===== config.mk =====
export PLATFORM = sky130hd
export DESIGN_NAME = round_perm_iter_unit
export DESIGN_NICKNAME = d
export VERILOG_FILES = /design/src/rtl/round_perm_iter_unit.sv
export SDC_FILE = /design/constraint.sdc
export NUM_CORES = 1
export LEC_CHECK = 0
export CAP_MARGIN = 15
export CORE_ASPECT_RATIO = 1.25
export CORE_UTILIZATION = 45
export CTS_CLUSTER_SIZE = 40
export DETAILED_ROUTE_END_ITERATION = 16
export PLACE_DENSITY_LB_ADDON = 0.25
export SLEW_MARGIN = 20
export SYNTH_ARGS = -nofsm -noshare
export SYNTH_HDL_FRONTEND = slang
export SYNTH_SLANG_ARGS = --single-unit

===== constraint.sdc =====
create_clock -name clk -period 1.8 [get_ports clk]
set_clock_uncertainty 0.05 [all_clocks]
set_input_delay 0.54 -clock clk [delete_from_list [all_inputs] [get_ports clk]]
set_output_delay 0.54 -clock clk [all_outputs]
set_load 0.02 [all_outputs]

===== src/rtl/round_perm_iter_unit.sv =====
// rtl/round_perm_iter_unit.sv - iterated per-lane rotate permutation with valid/ready handshake
module round_perm_iter_unit #(
   parameter int                       LANES   = 4,
   parameter int                       LANE_W  = 16,
   parameter int                       SHIFT_W = 4,
   parameter logic [LANES*SHIFT_W-1:0] SHIFTS  = 16'h9741,
   parameter int                       CNT_W   = 4
) (
   input  logic                      clk,
   input  logic                      rst_n,
   input  logic                      in_valid,
   output logic                      in_ready,
   input  logic [LANES*LANE_W-1:0]   in_data,
   input  logic                      in_dec,
   input  logic [CNT_W-1:0]          in_iter,
   output logic                      out_valid,
   input  logic                      out_ready,
   output logic [LANES*LANE_W-1:0]   out_data,
   output logic                      out_dec,
   output logic                      busy
);

   localparam int W = LANES * LANE_W;

   typedef enum logic [1:0] {
      S_IDLE = 2'd0,
      S_RUN  = 2'd1,
      S_DONE = 2'd2
   } state_t;

   state_t             state;
   state_t             state_nx;
   logic [W-1:0]       data_reg;
   logic [W-1:0]       perm_data;
   logic               mode_reg;
   logic [CNT_W-1:0]   cnt;
   logic               accept;

   // One application of the permutation on the held word; lanes never exchange bits.
   // Amounts are folded modulo LANE_W at elaboration so 0 (or LANE_W) is the identity.
   for (genvar i = 0; i < LANES; i++) begin : g_lane
      localparam int AMT = int'(SHIFTS[i*SHIFT_W +: SHIFT_W]) % LANE_W;
      localparam int INV = (LANE_W - AMT) % LANE_W;
      logic [LANE_W-1:0] lane;
      logic [LANE_W-1:0] rol;
      logic [LANE_W-1:0] ror;
      assign lane = data_reg[i*LANE_W +: LANE_W];
      assign rol  = (lane << AMT) | (lane >> INV);
      assign ror  = (lane >> AMT) | (lane << INV);
      assign perm_data[i*LANE_W +: LANE_W] = mode_reg ? ror : rol;
   end

   // State register plus datapath: capture on accept, permute once per RUN cycle.
   always_ff @(posedge clk) begin
      if (!rst_n) begin
         state    <= S_IDLE;
         data_reg <= '0;
         mode_reg <= 1'b0;
         cnt      <= '0;
      end else begin
         state <= state_nx;
         if (accept) begin
            data_reg <= in_data;
            mode_reg <= in_dec;
            cnt      <= in_iter;
         end else if (state == S_RUN) begin
            data_reg <= perm_data;
            cnt      <= cnt - 1'b1;
         end
      end
   end

   // Next-state and handshake decode; in_ready and busy depend on state alone.
   always_comb begin
      state_nx  = state;
      in_ready  = 1'b0;
      out_valid = 1'b0;
      busy      = 1'b0;
      accept    = 1'b0;
      case (state)
         S_IDLE: begin
            in_ready = 1'b1;
            if (in_valid) begin
               accept   = 1'b1;
               state_nx = (in_iter == '0) ? S_DONE : S_RUN;
            end
         end
         S_RUN: begin
            busy = 1'b1;
            if (cnt == CNT_W'(1)) state_nx = S_DONE;
         end
         S_DONE: begin
            busy      = 1'b1;
            out_valid = 1'b1;
            if (out_ready) state_nx = S_IDLE;
         end
         default: state_nx = S_IDLE;
      endcase
   end

   assign out_data = data_reg;
   assign out_dec  = mode_reg;

endmodule


==> impl_metrics.tcl <==
set metrics [dict create \
    r2r-start "cnt[1]" \
    rsz0062_at_grt "no" \
    fmax_mhz 576 \
    vias_per_cell 5.31 \
    ys_async_sr_fraction_pct 0 \
    synth_compound_area_share_pct 24.2 \
    fillCellCount 720 \
    synth_top_area_share_pct 36.0 \
    totalPowerFinal_mw 9.51 \
    combPwrFrac_pct 55.3 \
    clkTransAtPathRegs_ps 80 \
    synth-seq-cells 71 \
    numClockSinks 71 \
    ir_drop_mv 0.831 \
    firstDrtPassIters 7 \
    critPathKind "reg2out" \
    fin_util_pct 68.9 \
    worstMarginPinSlew_ps 459 \
    yosysUniqueCellTypes 26 \
    crit_fanout 3 \
    avgRoutedWirePerCell_um 14.3 \
    n_antenna_cell 0 \
    antenna_found_initial 0 \
    clock_path_buffers 2 \
    synth_common_cells "dfxtp_1 (71), nand2_1 (71), nor2_1 (69)" \
    wirelength_um 10500 \
    timing.reg2reg.setup_slack_ps 120 \
    endpoint "busy" \
    cp_data_required_time_ps 1210 \
    std_cell_rows 37 \
    period_share_pct 96.5 \
    start_util_pct 47.1 \
    power_switching_mw 3.96 \
    htree_levels 3 \
    worst_slack_ps 63.7 \
    internal_power_mw 5.55 \
    power.clock.fraction_pct 15.5 \
    power.leakage_nw 2.38 \
    synth_edf_count 0 \
    dpl.cell_count 718 \
    drc 0 \
    tns_ps 0 \
    drive_gt1_share_pct 9.22 \
    multi_input_area_um2 2280 \
    root_buffer "clkbuf_8" \
    startpoint "state[0]" \
    synth_mux_area_share_pct 16.5 \
    maxCapViolations 0 \
    syn_to_final_growth_pct 46.5 \
    grt_max_degree 66 \
    power_density_nw_per_um2 1650 \
    swShare_pct 41.6 \
    yosysWarnings 0 \
    io_buffers 140 \
    synth_top_family_by_area "compound AO/OA/AOI/OAI gates" \
    cp.arrival_ps 1150 \
    finalMaxSlewViolations 0 \
    die_w_um 85.7 \
    min_path_type "reg2reg" \
    nNetsFinal 691 \
    timing.rr.end "state[0]" \
    vias 3900 \
    preCtsSetupSlack_ps -136 \
    seqCellArea_um2 1430 \
    grt_pass1_vias 3686 \
    grt_pass1_wl_um 16900 \
    syn_avg_cell_area_um2 8.29 \
    dp_hpwl_um 7130 \
    synthFlopType "dfxtp_1" \
    synth_simple_gate_area_share_pct 14.6 \
    fp.dieH_um 107 \
    ant_nets 0 \
    start_kind "register" \
    cts_setup_buffers 0 \
    pwr-share-seq_pct 29.2 \
    synth_area_um2 3940 \
    cts_tree "built" \
    die_area_um2 9140 \
    reg2reg_depth 5 \
    insertion_delay_ps 340 \
    synth_xor_area_share_pct 0.666 \
    seq_area_frac_synth_pct 36.0 \
    slew_headroom_pct 69.4 \
    status "finished clean" \
    synth_nets 554 \
    syn_inst 476 \
    stdcell_count 735 \
    gp_congestion 0.786 \
    grt_usage_pct 22.7 \
    overflow 0 \
    yosysTopAreaCell "dfxtp_1" \
    dr.first_iter.drc_count 85 \
    io_pins 141 \
    yosys-top-cells-area "dfxtp_1 (36%), mux2i_1 (16%), a211o_1 (14%)" \
    setup_viol 0 \
    cts_made_buffers 9 \
    synth-adder-area-share_pct 1.59 \
    core-area_um2 8380 \
    cp-end-kind "primary output" \
    final-hold-violation-count 0 \
    period_minus_slack_ps 1740 \
]
## stage by stage
| step | cell area (µm²) | hold slack [ps] |
|---|---|---|
| after floorplan | 3940 | 447 |
| final | 5780 | 531 |
| after CTS | 5730 | 536 |
| after global placement | 5590 | 505 |
| after global routing | 5780 | 560 |
| after detailed placement | 5590 | 520 |
## state kept, by name (all words and copies together) (netlist names)
register  flops
cnt           4
out_data     64
out_dec       1
state         2
## critical path: stages, from the launching register on
cell and delay (ps):
dfxtp_2 340, inv_2 40, ha_1 300, buf_6 140
## cell usage in the layout (no fill, tap or decap)
| master | Yosys | layout |
|---|---|---|
| a2111o_1 | 1 | 1 |
| a211o_1 | 64 | 64 |
| a211oi_1 | 3 | 3 |
| a211oi_2 | 1 | 1 |
| a21oi_1 | 66 | 66 |
| and2_4 | 0 | 1 |
| buf_12 | 0 | 7 |
| buf_16 | 0 | 1 |
| buf_2 | 10 | 2 |
| buf_4 | 1 | 20 |
| buf_6 | 7 | 2 |
| bufinv_16 | 0 | 2 |
| clkbuf_1 | 26 | 1 |
| clkbuf_16 | 0 | 1 |
| clkbuf_8 | 0 | 12 |
| clkdlybuf4s50_1 | 0 | 72 |
| clkinv_2 | 0 | 1 |
| dfxtp_1 | 71 | 68 |
| dfxtp_2 | 0 | 2 |
| dfxtp_4 | 0 | 1 |
| dlygate4sd2_1 | 0 | 65 |
| ha_1 | 5 | 4 |
| ha_4 | 0 | 1 |
| inv_1 | 4 | 3 |
| inv_2 | 0 | 2 |
| mux2_1 | 1 | 1 |
| mux2i_1 | 64 | 64 |
| nand2_1 | 71 | 71 |
| nor2_1 | 69 | 69 |
| nor2b_1 | 2 | 2 |
| nor4_1 | 1 | 1 |
| nor4b_2 | 1 | 1 |
| o211a_1 | 1 | 1 |
| o211ai_1 | 1 | 1 |
| or3b_1 | 1 | 1 |
| xnor2_1 | 2 | 2 |
| xor2_1 | 1 | 1 |
## worst min-delay path by stage
| stage | startpoint | endpoint | slack (ps) | depth (start not counted) |
|---|---|---|---|---|
| after floorplan | state[1] | state[1] | 450 | 1 |
| after global placement | cnt[3] | cnt[3] | 510 | 2 |
| after detailed placement | cnt[3] | cnt[3] | 520 | 2 |
| after CTS | cnt[3] | cnt[3] | 540 | 2 |
| after global routing | cnt[3] | cnt[3] | 560 | 2 |
| final | cnt[3] | cnt[3] | 530 | 2 |
## timing repair
action / CTS / global route
resized for setup: 77 / 7
pin swaps: 0 / 1
endpoints found under the setup margin: 68 / 5
hold buffers: 0 / 0
cloned: 0 / 1
## layout make-up
type / count / area share, %
Timing Repair Buffer: 170 / 28.8
Inverter: 5 / 0.325
Clock inverter: 3 / 1.13
Sequential cell: 71 / 24.7
Clock buffer: 13 / 2.92
Tap cell: 117 / 2.53
Multi-Input combinational cell: 356 / 39.5
## metal layers
metal	wire (µm)	track usage, %
met1	4440	27.0
met2	5430	40.8
met3	523	4.77
met4	78	6.90
met5	0	0
## power by group through the flow
stage                     Sequential [mW]  Combinational [mW]  Clock [mW]
after floorplan                      3.35                2.88           0
after global placement               2.79                5.41           0
after detailed placement             2.82                5.54           0
after CTS                            2.77                5.15        1.50
after global routing                 2.86                5.77        1.56
final                                2.78                5.26        1.47
## logic make-up (layout without fill, tap and decap cells)
kind of cell / Yosys count / in the layout
simple gates: 146 / 146
compound gates: 137 / 137
flops: 71 / 71
mux: 65 / 65
buf+inv: 49 / 191
fa+ha+maj: 5 / 5
xor+xnor: 3 / 3
Power figures use the tool's default switching activity.
